==> config.mk <==
export PLATFORM = sky130hd
export DESIGN_NAME = seq_gen
export DESIGN_NICKNAME = d
export VERILOG_FILES = /design/src/rtl/seq_gen.sv
export SDC_FILE = /design/constraint.sdc
export NUM_CORES = 1
export LEC_CHECK = 0
export CAP_MARGIN = 40
export CORE_MARGIN = 2
export CORE_UTILIZATION = 54
export DETAILED_ROUTE_END_ITERATION = 12
export PLACE_DENSITY = 0.78
export SLEW_MARGIN = 20
export SYNTH_ARGS = -nofsm -noshare
export SYNTH_HDL_FRONTEND = slang
export SYNTH_SLANG_ARGS = --single-unit
==> constraint.sdc <==
create_clock -name sys_clk -period 1.85 [get_ports sys_clk]
set_input_delay 0.4625 -clock sys_clk [delete_from_list [all_inputs] [get_ports sys_clk]]
set_output_delay 0.4625 -clock sys_clk [all_outputs]
set_load 0.005 [all_outputs]
==> src/rtl/seq_gen.sv <==
// seq_gen -- serial frame generator.
// Emits a latched DATA_W-bit pattern MSB first on `out`, repeated `rep` times
// back to back (rep=0 counts as one frame). A one-cycle `done` pulse follows
// the last bit. Every output is registered.
//
// Optional feature: define SEQ_GEN_PARITY_EN to append one even-parity bit
// (XOR of the pattern) to every frame, making each frame DATA_W+1 bits long.
module seq_gen #(
    parameter int DATA_W = 8,
    parameter int REP_W  = 4
) (
    input  logic              sys_clk,
    input  logic              sys_rst_n,
    input  logic              start,
    input  logic [DATA_W-1:0] data_in,
    input  logic [REP_W-1:0]  rep,
    output logic              out,
    output logic              out_vld,
    output logic              busy,
    output logic              done
);

`ifdef SEQ_GEN_PARITY_EN
    localparam int FRAME_LEN = DATA_W + 1;
`else
    localparam int FRAME_LEN = DATA_W;
`endif

    // The bit counter also holds FRAME_LEN, a marker meaning "last frame is
    // fully sent", so SHIFT spends one more edge before moving to FIN.
    localparam int CNT_W = $clog2(FRAME_LEN + 1);

    localparam logic [CNT_W-1:0] LAST_BIT   = CNT_W'(FRAME_LEN - 1);
    localparam logic [CNT_W-1:0] FRAME_DONE = CNT_W'(FRAME_LEN);
    localparam logic [CNT_W-1:0] CNT_ONE    = CNT_W'(1);
    localparam logic [REP_W-1:0] REP_ONE    = REP_W'(1);

    typedef enum logic [1:0] {
        IDLE  = 2'd0,
        SHIFT = 2'd1,
        FIN   = 2'd2
    } state_t;

    state_t            state,     state_nxt;
    logic [DATA_W-1:0] shift_reg, shift_nxt;
    logic [DATA_W-1:0] pat_reg,   pat_nxt;
    logic [REP_W-1:0]  rep_cnt,   rep_nxt;
    logic [CNT_W-1:0]  bit_cnt,   cnt_nxt;
    logic              out_nxt, vld_nxt, busy_nxt, done_nxt;
    logic              frame_bit;

    // Select the bit to send this cycle: data MSB, or the trailing parity bit.
`ifdef SEQ_GEN_PARITY_EN
    assign frame_bit = (bit_cnt == CNT_W'(DATA_W)) ? ^pat_reg : shift_reg[DATA_W-1];
`else
    assign frame_bit = shift_reg[DATA_W-1];
`endif

    // Next-state and next-output logic for the IDLE/SHIFT/FIN controller.
    always_comb begin
        // NOTE: every signal gets a default before the case so no path leaves
        // one unassigned, which would otherwise infer a latch.
        state_nxt = state;
        shift_nxt = shift_reg;
        pat_nxt   = pat_reg;
        rep_nxt   = rep_cnt;
        cnt_nxt   = bit_cnt;
        out_nxt   = 1'b0;
        vld_nxt   = 1'b0;
        busy_nxt  = 1'b0;
        done_nxt  = 1'b0;

        case (state)
            IDLE: begin
                if (start) begin
                    state_nxt = SHIFT;
                    shift_nxt = data_in;
                    pat_nxt   = data_in;
                    rep_nxt   = (rep == '0) ? REP_ONE : rep;
                    cnt_nxt   = '0;
                    busy_nxt  = 1'b1;
                end
            end

            SHIFT: begin
                busy_nxt = 1'b1;
                if (bit_cnt == FRAME_DONE) begin
                    state_nxt = FIN;
                    done_nxt  = 1'b1;
                end else begin
                    out_nxt   = frame_bit;
                    vld_nxt   = 1'b1;
                    shift_nxt = shift_reg << 1;
                    if (bit_cnt == LAST_BIT) begin
                        if (rep_cnt > REP_ONE) begin
                            // Reload here so the next frame follows with no gap.
                            shift_nxt = pat_reg;
                            rep_nxt   = rep_cnt - REP_ONE;
                            cnt_nxt   = '0;
                        end else begin
                            cnt_nxt = FRAME_DONE;
                        end
                    end else begin
                        cnt_nxt = bit_cnt + CNT_ONE;
                    end
                end
            end

            FIN: begin
                state_nxt = IDLE;
            end

            default: begin
                state_nxt = IDLE;
            end
        endcase
    end

    // State, datapath and registered outputs; async reset aborts any transfer.
    always_ff @(posedge sys_clk or negedge sys_rst_n) begin
        if (!sys_rst_n) begin
            // NOTE: the pattern and shift registers are reset along with the
            // control state so nothing from an aborted frame survives reset.
            state     <= IDLE;
            shift_reg <= '0;
            pat_reg   <= '0;
            rep_cnt   <= '0;
            bit_cnt   <= '0;
            out       <= 1'b0;
            out_vld   <= 1'b0;
            busy      <= 1'b0;
            done      <= 1'b0;
        end else begin
            // NOTE: non-blocking assignments so every register samples the
            // values computed before this edge, independent of statement order.
            state     <= state_nxt;
            shift_reg <= shift_nxt;
            pat_reg   <= pat_nxt;
            rep_cnt   <= rep_nxt;
            bit_cnt   <= cnt_nxt;
            out       <= out_nxt;
            out_vld   <= vld_nxt;
            busy      <= busy_nxt;
            done      <= done_nxt;
        end
    end

endmodule

==> metrics, run 1 <==
worst-case clock buffer depth=2; Clock Pin Slew Worst Setup and Hold Paths=0.09 ns; Hold/Removal Path Class=reg2reg; Synth area leader=dfrtp_1; overall power=3.22 mW; DR vias/cell=6.14; synth cell count leaders=30 x dfrtp_1, 15 x nor2_1, 8 x and2_1, 8 x mux2_2; Num CTS Buffers=5; outcome=complete, no violations; Synth top area share=48.3%; Crit Path Class=reg2reg; drt wl/cell=15.8 microns; Core ar.=2730 sq um; Final Cycle Share=91.4%; count leader, synth=dfrtp_1; FILL cells=222; postcts setup bufs=0; layout cells sized above 1=24.2%; Finished Layout Cells=roughly 190; DR vias=1154; Hold Buf Count CTS=0; Cells after DPL=181; die area=3320 sq um; Post-synth EDFFs=0; crit path time final=1.69 ns; Hold Slack=0.482 ns; Max Slew Vio Count=0; vias in the first global route=1137; DIE WIDTH=57.6 microns; I/O pin count=19; Total GRT Usage=20.1%; Setup violations, final=0; Power Density=1790 nW/um^2; Slew @ Worst Pin=0.544 ns; ant diodes=0; Rows=19; synthesized flop and latch total=30; RSZ-0062 raised after global routing=false; input/output buffers=18; Worst EP arrival=1.91 ns; warnings from Yosys=0; CP endpoint kind=register; first-pass GRT wire length=between 5 and 6 mm; Final TNS setup=0 ns; fmax=592 MHz; Worst VDD drop=1170 uV; Synth area leaders=dfrtp_1 48%, mux2_2 5.8%, a311oi_1 3.9%; gpl congestion=0.768; Slew HR=between 60 and 70%; HPWL after detailed placement=2.00 mm; drt drc=0; largest net degree at the start of global routing=31; post-route ant nets=0; drt initial violations=51; Clock Root Buffer=clkbuf_4; Critical Path Fanout Max=15; H-tree depth=2; final WL=2.97 mm; Clock Latency Late Sink=~0.33 ns; initial antenna violation count=0; Post-Layout Inst Area=~1800 sq um; total gr overflow=0; Die Ht=57.6 microns; Final Net Count=176; Synth-to-Final Area Change=16.2%; Area after DPL=1730 sq um; Post-Synthesis Cells=between 100 and 150; Seq/Total Area, Yosys=48.3%; CTS tree=built; ys flop type=dfrtp_1; CTS sink cnt=30; Setup crit start kind=register; syn_area_per_cell=approximately 11 sq um; leakage=0.747 nW; Pre-antenna DRT Iters=4; area of the mapped netlist=between 1500 and 2000 sq um; clock skew=0.00627 ns; unique cell type count in the Yosys netlist=40; Initial Util=56.8%; Critical Path RT=2.06 ns; Synth Net Count=between 150 and 200; Final Hold Fails=0; maxcap violations=0; asr flop ratio synth=100%
-- layout make-up --
class | count | area [sq um] | area share [%]
sequential | 30 | 752 | 41.7
multi-input combinational | 94 | 744 | 41.3
timing repair buffer | 21 | 203 | 11.2
tap | 31 | 38.8 | 2.15
clock buffer | 5 | 37.5 | 2.08
inverter | 5 | 18.8 | 1.04
clock inverter | 2 | 10.0 | 0.555
-- worst paths after layout --
kind / startpoint / slack [ns] / depth (start not counted) / end
setup reg to reg: bit_cnt[0] / 0.16 / 6 / rep_cnt[0]
setup / recovery: bit_cnt[0] / 0.16 / 6 / rep_cnt[0]
min in group asynchronous: sys_rst_n / 0.51 / 2 / busy
hold reg to reg: shift_reg[4] / 0.48 / 1 / shift_reg[5]
max in group asynchronous: sys_rst_n / 1.05 / 2 / rep_cnt[0]
hold / removal: shift_reg[4] / 0.48 / 1 / shift_reg[5]
-- where the power goes --
part / switching [mW] / internal, mW / total, mW
registers: 0.256 / 0.985 / 1.24
clock network: 0.223 / 0.136 / 0.359
logic: 0.861 / 0.762 / 1.62
total: 1.34 / 1.88 / 3.22
-- cells in the final DEF (no fill, tap or decap), drive strengths merged --
master and n:
nand2b 1, nor3b 1, a31oi 1, buf 3, and3b 1, clkdlybuf4s50 18
nor3 6, clkbuf 5, nand4 1, dfrtp 30, o21ba 1, clkinv 2
nand2 3, ha 4, inv 5, nor2b 1, o21a 1, a2bb2oi 2
a21o 1, nand4b 1, a21oi 5, nor2 15, o31a 1, mux2i 1
mux2 8, a211oi 3, and2 8, o21ai 6, a221o 1, o2bb2ai 7
o31ai 1, nand3 6, a311oi 7
-- what timing repair did --
item / in CTS / in global routing
hold endpoints to repair: 0 / 0
resized for setup: 0 / 7
endpoints found under the setup margin: 0 / 5
-- worst max-delay path, cell delays in order, from the launching register on --
cell	delay (ns)
dfrtp_1	0.43
inv_1	0.09
ha_1	0.18
nand4b_1	0.19
nand2_4	0.26
a21oi_2	0.10
a221o_1	0.32
-- metrics by stage --
step                util (%)  worst slack [ns]
global route            66.0            0.0298
CTS                     64.9            0.0732
finish                  66.0             0.160
detailed placement      63.2           0.00561
floorplan                  -             0.250
global placement        63.2            0.0350
-- per-layer routing --
| metal | track usage (%) | routed length (microns) | vias up |
|---|---|---|---|
| li1 | - | - | 549 |
| met1 | 24.2 | 1240 | 563 |
| met2 | 33.3 | 1480 | 32 |
| met3 | 5.13 | 171 | 10 |
| met4 | 10.3 | 76 | 0 |
| met5 | 0 | 0 | - |
-- kinds of logic (layout without fill, tap and decap cells) --
logic type | after synthesis | count (layout) | share of synthesized area [%]
flip-flops | 30 | 30 | 48.3
multiplexers | 9 | 9 | 6.45
AO/OA/AOI/OAI | 37 | 37 | 19.4
AND/OR/NAND/NOR | 44 | 44 | 17.0
buffers and inverters | 12 | 33 | 5.56
adder cells (fa/ha/maj) | 4 | 4 | 3.22
Note: power is estimated with default switching activity, not from simulation.
==> run 2: changes to the inputs <==
--- a/config.mk
+++ b/config.mk
@@ -9,7 +9,7 @@
 export CORE_MARGIN = 2
 export CORE_UTILIZATION = 54
 export DETAILED_ROUTE_END_ITERATION = 12
-export PLACE_DENSITY = 0.78
+export PLACE_DENSITY = 0.74
 export SLEW_MARGIN = 20
 export SYNTH_ARGS = -nofsm -noshare
 export SYNTH_HDL_FRONTEND = slang
==> run 2 against run 1 <==
Effect of this change:
- clock skew rose by 0.0089 ns
- critical path depth is 1 higher
- sequential share of layout area decreased by 1.6 points
- register-to-register slack lost 0.096 ns
- total power is 4.9% higher
- global-route usage increased by 0.36 points
==> metrics, run 2 (synthesis gave the netlist of run 1 again) <==
die area=3320 sq um (unchanged); Comb pwr share=51.5% (+1.1 points); drt initial violations=40 (-22%); input/output buffers=18 (unchanged); RSZ-0062 raised after global routing=false; drt drc=0 (unchanged); Post-Place Setup Slack=-0.0166 ns (-0.0223 ns); DR vias=1157 (+0.26%); drt wl/cell=15.8 microns (about the same); Hold Slack=0.488 ns (+0.00676 ns); commonest non-fill, non-tap cell in the layout=dfrtp_1; Pre-antenna DRT Iters=4 (unchanged); Setup violations, final=0 (unchanged); vias in the first global route=1113 (-2.1%); Critical Path Fanout Max=6 (-9); Synth-to-Final Area Change=20.6%; Num CTS Buffers=5 (unchanged); Final Cycle Share=96.6% (+5.2 points); crit path time final=1.79 ns (+0.0963 ns); H-tree depth=2 (unchanged); I/O pin count=19 (unchanged); Initial Util=56.8% (unchanged); Hold Buf Count CTS=0 (unchanged); layout cells sized above 1=27.6% (+3.4 points); DIE WIDTH=57.6 microns (unchanged); Pint=2.00 mW (+6.0%); CTS tree=built; worst reg-to-reg path cell count=7 (+1); Final TNS setup=0 ns (unchanged); Max Slew Vio Count=0 (unchanged); Slew HR=75.3% (+12 points); clock skew=0.0152 ns (+0.00893 ns); worst hold path depth=1 (unchanged); Setup crit start kind=register; total gr overflow=0 (unchanged); r2r endpoint=shift_reg[6]; Clock Latency Late Sink=0.33 ns (about the same); Final Net Count=181 (+2.8%); DR vias/cell=5.96 (-2.8%); switching power=1.39 mW (+3.5%); first-pass GRT wire length=5.00 mm (-0.42%); Critical Path RT=2.07 ns (about the same); ant diodes=0 (unchanged); Switching Fraction=41.0% (-0.58 points); initial antenna violation count=0 (unchanged); gpl congestion=0.730 (-4.9%); Total GRT Usage=20.4% (+0.36 points); Worst R2R Start=rep_cnt[0]; Worst Min Path Start=shift_reg[0]; Critical Path, Cell by Cell=inv_2 -> ha_4 -> nor2_1 -> o31a_4 -> buf_4 -> a311oi_1 -> o2bb2ai_1; Final Hold Fails=0 (unchanged); worst-case clock buffer depth=2 (unchanged); Clock Root Buffer=clkbuf_4; Post-Layout Inst Area=1870 sq um (+3.8%); outcome=complete, no violations; leakage=0.778 nW (+4.1%); overall power=3.38 mW (+4.9%); Setup WS post-layout=0.0636 ns (-0.0963 ns); Power Density=1810 nW/um^2 (+1.1%); Die Ht=57.6 microns (unchanged); final WL=3.06 mm (+3.1%); post-route ant nets=0 (unchanged); Core ar.=2730 sq um (unchanged); sequential power share=36.5% (-2.0 points); CTS sink cnt=30 (unchanged); Clock Pin Slew Worst Setup and Hold Paths=0.09 ns (about the same); commonest cells after routing, fill and taps aside=30 x dfrtp_1, 18 x clkdlybuf4s50_1, 15 x nor2_1; Crit Path Class=reg2reg; worst hold endpoint=shift_reg[1]; Rows=19 (unchanged); largest net degree at the start of global routing=31 (unchanged); HPWL after detailed placement=2.07 mm (+3.3%); Worst VDD drop=1090 uV (-6.8%); Slew @ Worst Pin=0.371 ns (-0.173 ns); CP endpoint kind=register; slowest CP cell=dfrtp_1; Worst EP arrival=2.01 ns (+0.10 ns); Area after DPL=1730 sq um (+0.43%); Hold/Removal Path Class=reg2reg; fmax=560 MHz (-5.4%); maxcap violations=0 (unchanged); max incr delay on CP=0.42 ns (about the same); Clock Power Share=12.0% (+0.9 points); r2r setup slk=0.06 ns (-0.10 ns)
==> run 2: per-stage QoR <==
stage | instances | utilization, %
after floorplan | 136 | -
after global placement | 182 | 63.4
after detailed placement | 182 | 63.4
after CTS | 190 | 66.0
after global routing | 194 | 68.5
final | 194 | 68.5
==> run 2: area by class of cell <==
class | instances | area (sq um)
Inverter | 5 | 18.8
Clock inverter | 2 | 12.5
Fill cell | 225 | 861
Clock buffer | 6 | 51.3
Timing Repair Buffer | 26 | 240
Tap cell | 31 | 38.8
Sequential cell | 30 | 751
Multi-Input combinational cell | 94 | 761
==> run 2: how the worst max path moves through the flow <==
stage	slack, ns	to	from
3_3_place_gp	0.04	rep_cnt[0]	start
3_5_place_dp	-0.02	shift_reg[5]	start
5_1_grt	0.001	shift_reg[4]	rep_cnt[0]
6_report	0.06	shift_reg[6]	rep_cnt[0]
2_1_floorplan	0.25	shift_reg[1]	rep_cnt[0]
4_1_cts	0.04	shift_reg[4]	rep_cnt[0]
==> run 2: timing repair <==
item / CTS / global route
endpoints found under the setup margin: 1 / 8
resized for setup: 1 / 10
buffers inserted: 0 / 4
pin swaps: 0 / 2
hold endpoints to repair: 0 / 0
==> run 2: per-layer routing <==
layer | global-route usage, % | up-vias | part of all wire [%]
li1 | - | 554 | -
met1 | 25.1 | 566 | 43
met2 | 33.1 | 30 | 49
met3 | 5.36 | 7 | 5.7
met4 | 10.6 | 0 | 2.7
met5 | 0 | - | 0
==> run 2: critical path, delay by kind of cell (launching register included) <==
kind	cells	cell delay, ns
DFF	1	0.42
and+or+nand+nor	1	0.07
AOI/OAI and AO/OA	3	0.76
adders and majority gates	1	0.15
buffers and inverters	2	0.28
==> run 2: power groups by stage <==
| stage | logic [mW] | clock network, mW | registers [mW] |
|---|---|---|---|
| 3_5_place_dp | 1.61 | 0 | 1.23 |
| 6_report | 1.74 | 0.406 | 1.23 |
| 5_1_grt | 1.95 | 0.443 | 1.27 |
| 4_1_cts | 1.63 | 0.420 | 1.22 |
| 2_1_floorplan | 1.36 | 0 | 1.16 |
| 3_3_place_gp | 1.55 | 0 | 1.22 |
